<file path="src/rtl/vga_frame_capture_pkg.sv">
// Shared definitions for the VGA frame-capture block: default geometry, FSM states, pixel struct.
// Latency: n/a (types and constants only).
// Backpressure: n/a.
package vga_frame_capture_pkg;

    localparam int IMG_WIDTH_DEF    = 256;
    localparam int PANEL_HEIGHT_DEF = 64;
    localparam int FIFO_DEPTH_DEF   = 16;
    localparam int FB_AW_DEF        = 14;
    localparam int RGB_W            = 24;

    typedef enum logic [1:0] {
        ST_IDLE     = 2'd0,
        ST_WAIT_SOF = 2'd1,
        ST_CAPTURE  = 2'd2
    } cap_state_t;

    typedef struct packed {
        logic [7:0] r;
        logic [7:0] g;
        logic [7:0] b;
    } rgb888_t;

endpackage

</file>
<file path="src/rtl/vga_frame_capture_fifo.sv">
// Synchronous first-word-fall-through FIFO holding {last, addr, rgb} write entries.
// Latency: a push at edge N is visible on o_dout in the cycle after edge N.
// Backpressure: a push while full is accepted only if a pop happens in the same cycle; otherwise it is ignored.
module capture_fifo #(
    parameter int WIDTH = 39,
    parameter int DEPTH = 16
) (
    input  logic             i_clk,
    input  logic             i_rst_n,
    input  logic             i_push,
    input  logic             i_pop,
    input  logic [WIDTH-1:0] i_din,
    output logic [WIDTH-1:0] o_dout,
    output logic             o_full,
    output logic             o_empty
);
    localparam int PW = $clog2(DEPTH);
    localparam logic [PW:0] FULL_CNT = (PW+1)'(DEPTH);

    logic [WIDTH-1:0] r_mem [DEPTH];
    logic [PW-1:0]    r_wr_ptr;
    logic [PW-1:0]    r_rd_ptr;
    logic [PW:0]      r_count;
    logic             w_pop;
    logic             w_push_ok;

    assign o_full    = (r_count == FULL_CNT);
    assign o_empty   = (r_count == '0);
    assign w_pop     = i_pop & ~o_empty;
    assign w_push_ok = i_push & (~o_full | w_pop);
    assign o_dout    = r_mem[r_rd_ptr];

    // Storage array; contents need no reset because the pointers define what is valid.
    always_ff @(posedge i_clk) begin
        if (i_rst_n && w_push_ok) begin
            r_mem[r_wr_ptr] <= i_din;
        end
    end

    // Pointers wrap naturally (depth is a power of two); occupancy tracks pushes minus pops.
    always_ff @(posedge i_clk) begin
        if (!i_rst_n) begin
            r_wr_ptr <= '0;
            r_rd_ptr <= '0;
            r_count  <= '0;
        end else begin
            if (w_push_ok) r_wr_ptr <= r_wr_ptr + 1'b1;
            if (w_pop)     r_rd_ptr <= r_rd_ptr + 1'b1;
            case ({w_push_ok, w_pop})
                2'b10:   r_count <= r_count + 1'b1;
                2'b01:   r_count <= r_count - 1'b1;
                default: r_count <= r_count;
            endcase
        end
    end

endmodule

</file>
<file path="src/rtl/vga_frame_capture.sv">
// Captures the IMG_WIDTH x PANEL_HEIGHT window of a VGA pixel stream into the LED frame buffer.
// Latency: pixel in cycle N -> WR_VALID/WR_ADDR/WR_DATA in cycle N+2 when the FIFO is empty.
// Backpressure: WR_READY low holds the FIFO head; pixels arriving with the FIFO full are dropped and flag OVERFLOW.
module vga_frame_capture
    import vga_frame_capture_pkg::*;
#(
    parameter int IMG_WIDTH    = IMG_WIDTH_DEF,
    parameter int PANEL_HEIGHT = PANEL_HEIGHT_DEF,
    parameter int FIFO_DEPTH   = FIFO_DEPTH_DEF,
    parameter int FB_AW        = FB_AW_DEF
) (
    input  logic             i_pclk,
    input  logic             i_reset_n,
    input  logic [10:0]      i_addr_h,
    input  logic [9:0]       i_addr_v,
    input  logic [7:0]       i_vga_r,
    input  logic [7:0]       i_vga_g,
    input  logic [7:0]       i_vga_b,
    input  logic             i_cap_en,
    input  logic             i_cap_cont,
    input  logic             i_ovf_clr,
    output logic             o_wr_valid,
    input  logic             i_wr_ready,
    output logic [FB_AW-1:0] o_wr_addr,
    output logic [23:0]      o_wr_data,
    output logic             o_cap_busy,
    output logic             o_frame_done,
    output logic             o_overflow
);
    localparam int HW = $clog2(IMG_WIDTH);
    localparam int VW = $clog2(PANEL_HEIGHT);
    localparam int EW = FB_AW + RGB_W + 1;
    localparam logic [10:0] LIM_H = 11'(IMG_WIDTH);
    localparam logic [9:0]  LIM_V = 10'(PANEL_HEIGHT);

    cap_state_t       r_state;
    logic             r_stg_vld;
    logic             r_stg_last;
    logic [FB_AW-1:0] r_stg_addr;
    rgb888_t          r_stg_rgb;
    logic             r_frame_done;
    logic             r_overflow;

    logic             w_in_win;
    logic             w_sof;
    logic             w_last;
    logic             w_cap_px;
    logic [HW-1:0]    w_col;
    logic [VW-1:0]    w_row;
    logic [FB_AW-1:0] w_addr;
    logic [EW-1:0]    w_din;
    logic [EW-1:0]    w_dout;
    logic             w_full;
    logic             w_empty;
    logic             w_pop;
    logic             w_drop;

    assign w_in_win = (i_addr_h != 11'd0) && (i_addr_h <= LIM_H) &&
                      (i_addr_v != 10'd0) && (i_addr_v <= LIM_V);
    assign w_sof    = (i_addr_h == 11'd1) && (i_addr_v == 10'd1);
    assign w_last   = (i_addr_h == LIM_H) && (i_addr_v == LIM_V);

    // Window sizes are powers of two, so the row-major address is a plain concatenation.
    assign w_col  = i_addr_h[HW-1:0] - 1'b1;
    assign w_row  = i_addr_v[VW-1:0] - 1'b1;
    assign w_addr = {w_row, w_col};

    // Decide whether the current pixel is taken: the SOF pixel opens a frame, then every in-window pixel.
    always_comb begin
        w_cap_px = 1'b0;
        case (r_state)
            ST_WAIT_SOF: w_cap_px = i_cap_en & w_sof;
            ST_CAPTURE:  w_cap_px = i_cap_en & w_in_win;
            default:     w_cap_px = 1'b0;
        endcase
    end

    // Capture sequencing; dropping CAP_EN aborts immediately so the last marker never gets queued.
    always_ff @(posedge i_pclk) begin
        if (!i_reset_n) begin
            r_state <= ST_IDLE;
        end else begin
            case (r_state)
                ST_IDLE: begin
                    if (i_cap_en) r_state <= ST_WAIT_SOF;
                end
                ST_WAIT_SOF: begin
                    if (!i_cap_en)  r_state <= ST_IDLE;
                    else if (w_sof) r_state <= ST_CAPTURE;
                end
                ST_CAPTURE: begin
                    if (!i_cap_en)
                        r_state <= ST_IDLE;
                    else if (w_in_win && w_last)
                        r_state <= i_cap_cont ? ST_WAIT_SOF : ST_IDLE;
                end
                default: r_state <= ST_IDLE;
            endcase
        end
    end

    // Stage register decouples the window decode from the FIFO write.
    always_ff @(posedge i_pclk) begin
        if (!i_reset_n) begin
            r_stg_vld  <= 1'b0;
            r_stg_last <= 1'b0;
            r_stg_addr <= '0;
            r_stg_rgb  <= '0;
        end else begin
            r_stg_vld  <= w_cap_px;
            r_stg_last <= w_last;
            r_stg_addr <= w_addr;
            r_stg_rgb  <= '{r: i_vga_r, g: i_vga_g, b: i_vga_b};
        end
    end

    assign w_din  = {r_stg_last, r_stg_addr, r_stg_rgb};
    assign w_pop  = o_wr_valid & i_wr_ready;
    assign w_drop = r_stg_vld & w_full & ~w_pop;

    capture_fifo #(
        .WIDTH (EW),
        .DEPTH (FIFO_DEPTH)
    ) u_fifo (
        .i_clk   (i_pclk),
        .i_rst_n (i_reset_n),
        .i_push  (r_stg_vld),
        .i_pop   (w_pop),
        .i_din   (w_din),
        .o_dout  (w_dout),
        .o_full  (w_full),
        .o_empty (w_empty)
    );

    // Frame-done pulse after the last-marked entry leaves; overflow is sticky, set beats clear.
    always_ff @(posedge i_pclk) begin
        if (!i_reset_n) begin
            r_frame_done <= 1'b0;
            r_overflow   <= 1'b0;
        end else begin
            r_frame_done <= w_pop & w_dout[EW-1];
            if (w_drop)
                r_overflow <= 1'b1;
            else if (i_ovf_clr)
                r_overflow <= 1'b0;
        end
    end

    // Stale RAM contents are masked so the write port reads all-zero while idle.
    assign o_wr_valid   = ~w_empty;
    assign o_wr_addr    = w_empty ? '0 : w_dout[EW-2:RGB_W];
    assign o_wr_data    = w_empty ? '0 : w_dout[RGB_W-1:0];
    assign o_cap_busy   = (r_state != ST_IDLE) | r_stg_vld | ~w_empty;
    assign o_frame_done = r_frame_done;
    assign o_overflow   = r_overflow;

endmodule

</file>
<file path="config.mk">
export PLATFORM = sky130hd
export DESIGN_NAME = vga_frame_capture
export DESIGN_NICKNAME = d
export VERILOG_FILES = /design/src/rtl/vga_frame_capture_pkg.sv /design/src/rtl/vga_frame_capture_fifo.sv /design/src/rtl/vga_frame_capture.sv
export SDC_FILE = /design/constraint.sdc
export NUM_CORES = 1
export LEC_CHECK = 0
export CAP_MARGIN = 20
export CORE_ASPECT_RATIO = 1.2
export CORE_MARGIN = 5
export CORE_UTILIZATION = 41
export CTS_BUF_LIST = sky130_fd_sc_hd__clkbuf_4 sky130_fd_sc_hd__clkbuf_8 sky130_fd_sc_hd__clkbuf_16
export CTS_CLUSTER_DIAMETER = 80
export DETAILED_ROUTE_END_ITERATION = 10
export MAX_ROUTING_LAYER = met4
export PLACE_DENSITY = 0.61
export SETUP_SLACK_MARGIN = 0.02
export SLEW_MARGIN = 20
export SYNTH_ARGS = -nofsm -noshare
export SYNTH_HDL_FRONTEND = slang
export SYNTH_SLANG_ARGS = --single-unit
</file>
<file path="constraint.sdc">
create_clock -name i_pclk -period 4.75 [get_ports i_pclk]
set_clock_uncertainty 0.15 [all_clocks]
set_input_delay 0.95 -clock i_pclk [delete_from_list [all_inputs] [get_ports i_pclk]]
set_output_delay 0.95 -clock i_pclk [all_outputs]
set_load 0.03 [all_outputs]
</file>
==> metrics.csv <==
metric;value;unit
syn_inst;1188;
core_area;64700;um^2
cts_tree;built;
postCtsSetupBuffers;0;
clkPwrFrac;45.1;%
hold_viol;0;
maxSlewHeadroom;36.60;%
cts_buffers;69;
grt_pass1_vias;13010;
die_h;290.1;um
holdWs;0.3419;ns
max-clock-path-buffers;3;
first_pass_iters;5;
gp_congestion;0.7515;
grt_max_degree;43;
max_freq;217.1;MHz
ys_top_cells_by_area;edfxtp_1 (70%), mux4_1 (9.5%), mux4_2 (8.2%), dfxtp_1 (4.6%), and2_1 (1.9%);
synth_nets;1258;
async_flop_share;0;%
ys_seq_area_share;74.48;%
rr_worst_depth;12;
p_leak;10.74;nW
grt_util_all_layers;16.53;%
drc_errors;0;
antenna_found_initial;4;
cell_internal_pwr;10.06;mW
crit_required;3.65;ns
vias;12160;
setup_violations;0;
vias_per_cell;5.480;
dp_hpwl;30100;um
vdd_drop_max;0.2273;mV
pwr-share-comb;1.3;%
cts_max_level;3;
arrival;3.51;ns
start_util;41.42;%
grt_pass1_wl;84970;um
synth_top_area_cell;edfxtp_1;
layout_worst_path_cycle_share;96.97;%
cts_resized;0;
yosysMostFrequentCell;edfxtp_1;
grt_remaining_overflow;0;
r2r_end;u_fifo.r_count[4];
max_slew.worst_pin.slew;0.9480;ns
netlist_area;26800;um^2
switching_share;19.11;%
power.switching;2.378;mW
final_antenna_net_count;0;
clk_pin_slew;0.06;ns
clock_tree.root_cell;clkbuf_16;
crit_end;o_wr_addr[4];
status;finished clean;
yosys_warnings;0;
cap_viol_max_count;0;
crit_type;reg -> out;
cts.sinks;685;
die_x;243.4;um
startpoint_type;flop;
sequentialPowerShare;53.7;%
layout-drive-gt1-share;20.62;%
avgSynthCellArea;22.56;um^2
synth_cell_types;42;
final_nets;1403;
fillCellCount;5191;
rsz0062_at_grt;false;
rows;102;
area_delta_synth_final;17.10;%
p_per_area;396.5;nW/um^2
netlist.area_leader.share;69.92;%
end_kind;primary output;
drv_slew;0;
synth_common_cells;edfxtp_1 (624), mux4_2 (98), mux4_1 (97);
worstSkewPairLatency;0.59;ns
n_antenna_cell;0;
die_area;70600;um^2
ys.flop_type;edfxtp_1;
wl;57300;um
first_iter_violations;1009;
rr_startpoint;u_fifo.r_count[1];
hold_buffers;0;
portBuffers;92;
ios;93;
r2r_slack;1.52;ns
fin_setup_tns;0;ns
ys_seq_elements;685;
period_needed;4.606;ns
cp_max_fo;17;
wl_per_cell;25.82;um
min_path_type;reg -> reg;
synth-edff-count;624;
-- state kept, by name, indices dropped and copies added (netlist names), named ones only --
signal,flops
r_stg_vld,1
u_fifo.r_count,5
r_stg_last,1
o_frame_done,1
u_fifo.r_mem,624
o_overflow,1
u_fifo.r_rd_ptr,4
r_state,2
r_stg_rgb,24
r_stg_addr,14
u_fifo.r_wr_ptr,4
-- cells in the final DEF (no fill, tap or decap), types with 3 or more instances in the layout --
cell type / instances
buf_12: 18
nand3_1: 7
nor4_1: 4
ha_1: 19
nor2b_1: 7
clkinv_2: 8
a31oi_1: 3
clkbuf_16: 72
nor3_1: 3
inv_1: 13
xor2_1: 10
a21oi_1: 3
o21ai_0: 3
dfxtp_1: 57
mux4_2: 98
xnor2_1: 11
nand2b_1: 8
nor3_4: 4
nor3b_1: 4
nand4_1: 7
clkbuf_4: 15
mux2i_1: 5
edfxtp_1: 624
nand2_1: 18
buf_4: 22
clkinv_1: 3
dfxtp_4: 3
clkbuf_8: 15
and2_1: 81
nor2_4: 12
clkdlybuf4s50_1: 91
nor2_1: 9
mux4_1: 97
bufinv_16: 5
-- how the worst min path moves through the flow --
| stage | depth (start not counted) | end | start |
|---|---|---|---|
| floorplan | 2 | u_fifo.r_count[4] | u_fifo.r_count[4] |
| global placement | 2 | o_overflow | o_overflow |
| detailed placement | 2 | o_overflow | o_overflow |
| CTS | 2 | o_overflow | o_overflow |
| global route | 2 | o_overflow | o_overflow |
| finish | 2 | o_overflow | o_overflow |
-- power groups by stage --
stage / clock [mW] / sequential [mW] / combinational [mW]
finish: 5.61 / 6.68 / 0.160
global route: 5.99 / 6.68 / 0.175
CTS: 5.74 / 6.68 / 0.164
detailed placement: 0 / 6.80 / 0.163
global placement: 0 / 6.79 / 0.159
floorplan: 0 / 6.77 / 0.0796
-- metal layers --
| metal | vias to the layer above | routed length [um] | GRT usage, % |
|---|---|---|---|
| li1 | 5285 | - | - |
| met1 | 6503 | 25070 | 22.36 |
| met2 | 301 | 28680 | 26.65 |
| met3 | 72 | 2662 | 2.826 |
| met4 | 0 | 884 | 3.848 |
| met5 | - | 0 | - |
-- area by class of cell --
| cell class | instances | area, um^2 | share of cell area (%) |
|---|---|---|---|
| Timing Repair Buffer | 133 | 1453 | 4.629 |
| Clock buffer | 102 | 2121 | 6.758 |
| Tap cell | 832 | 1041 | 3.317 |
| Inverter | 13 | 48.80 | 0.1555 |
| Sequential cell | 685 | 19970 | 63.64 |
| Multi-Input combinational cell | 431 | 6470 | 20.62 |
| Clock inverter | 23 | 276.5 | 0.8811 |
-- logic make-up after synthesis --
| logic type | after synthesis | synth area share, % |
|---|---|---|
| DFF | 685 | 74.48 |
| muxes | 200 | 17.93 |
| and+or+nand+nor | 173 | 3.679 |
| buffers and inverters | 72 | 1.891 |
| xor gates and xnor gates | 21 | 0.6863 |
| adders and majority gates | 19 | 0.8871 |
| AOI/OAI and AO/OA | 18 | 0.4435 |
-- per-stage QoR --
step / std cells / utilization, % / total power, mW / instance area (um^2) / setup slack, ns
floorplan: 1188 / - / 6.852 / 26820 / 0.6902
global placement: 2094 / 44.79 / 6.953 / 28980 / 0.7550
detailed placement: 2094 / 44.79 / 6.967 / 28980 / 0.7447
CTS: 2219 / 48.49 / 12.58 / 31380 / 0.08133
global route: 2219 / 48.50 / 12.85 / 31380 / 0.01485
finish: 2219 / 48.50 / 12.44 / 31380 / 0.1440
-- worst max-delay path, cell delays in order (launching register included) --
cell and delay, ns:
dfxtp_4 0.54, buf_4 0.39, mux4_1 0.62, mux4_2 0.57, and2_1 0.20, clkdlybuf4s50_1 0.60
No activity file was read; power rests on OpenSTA's default activity.
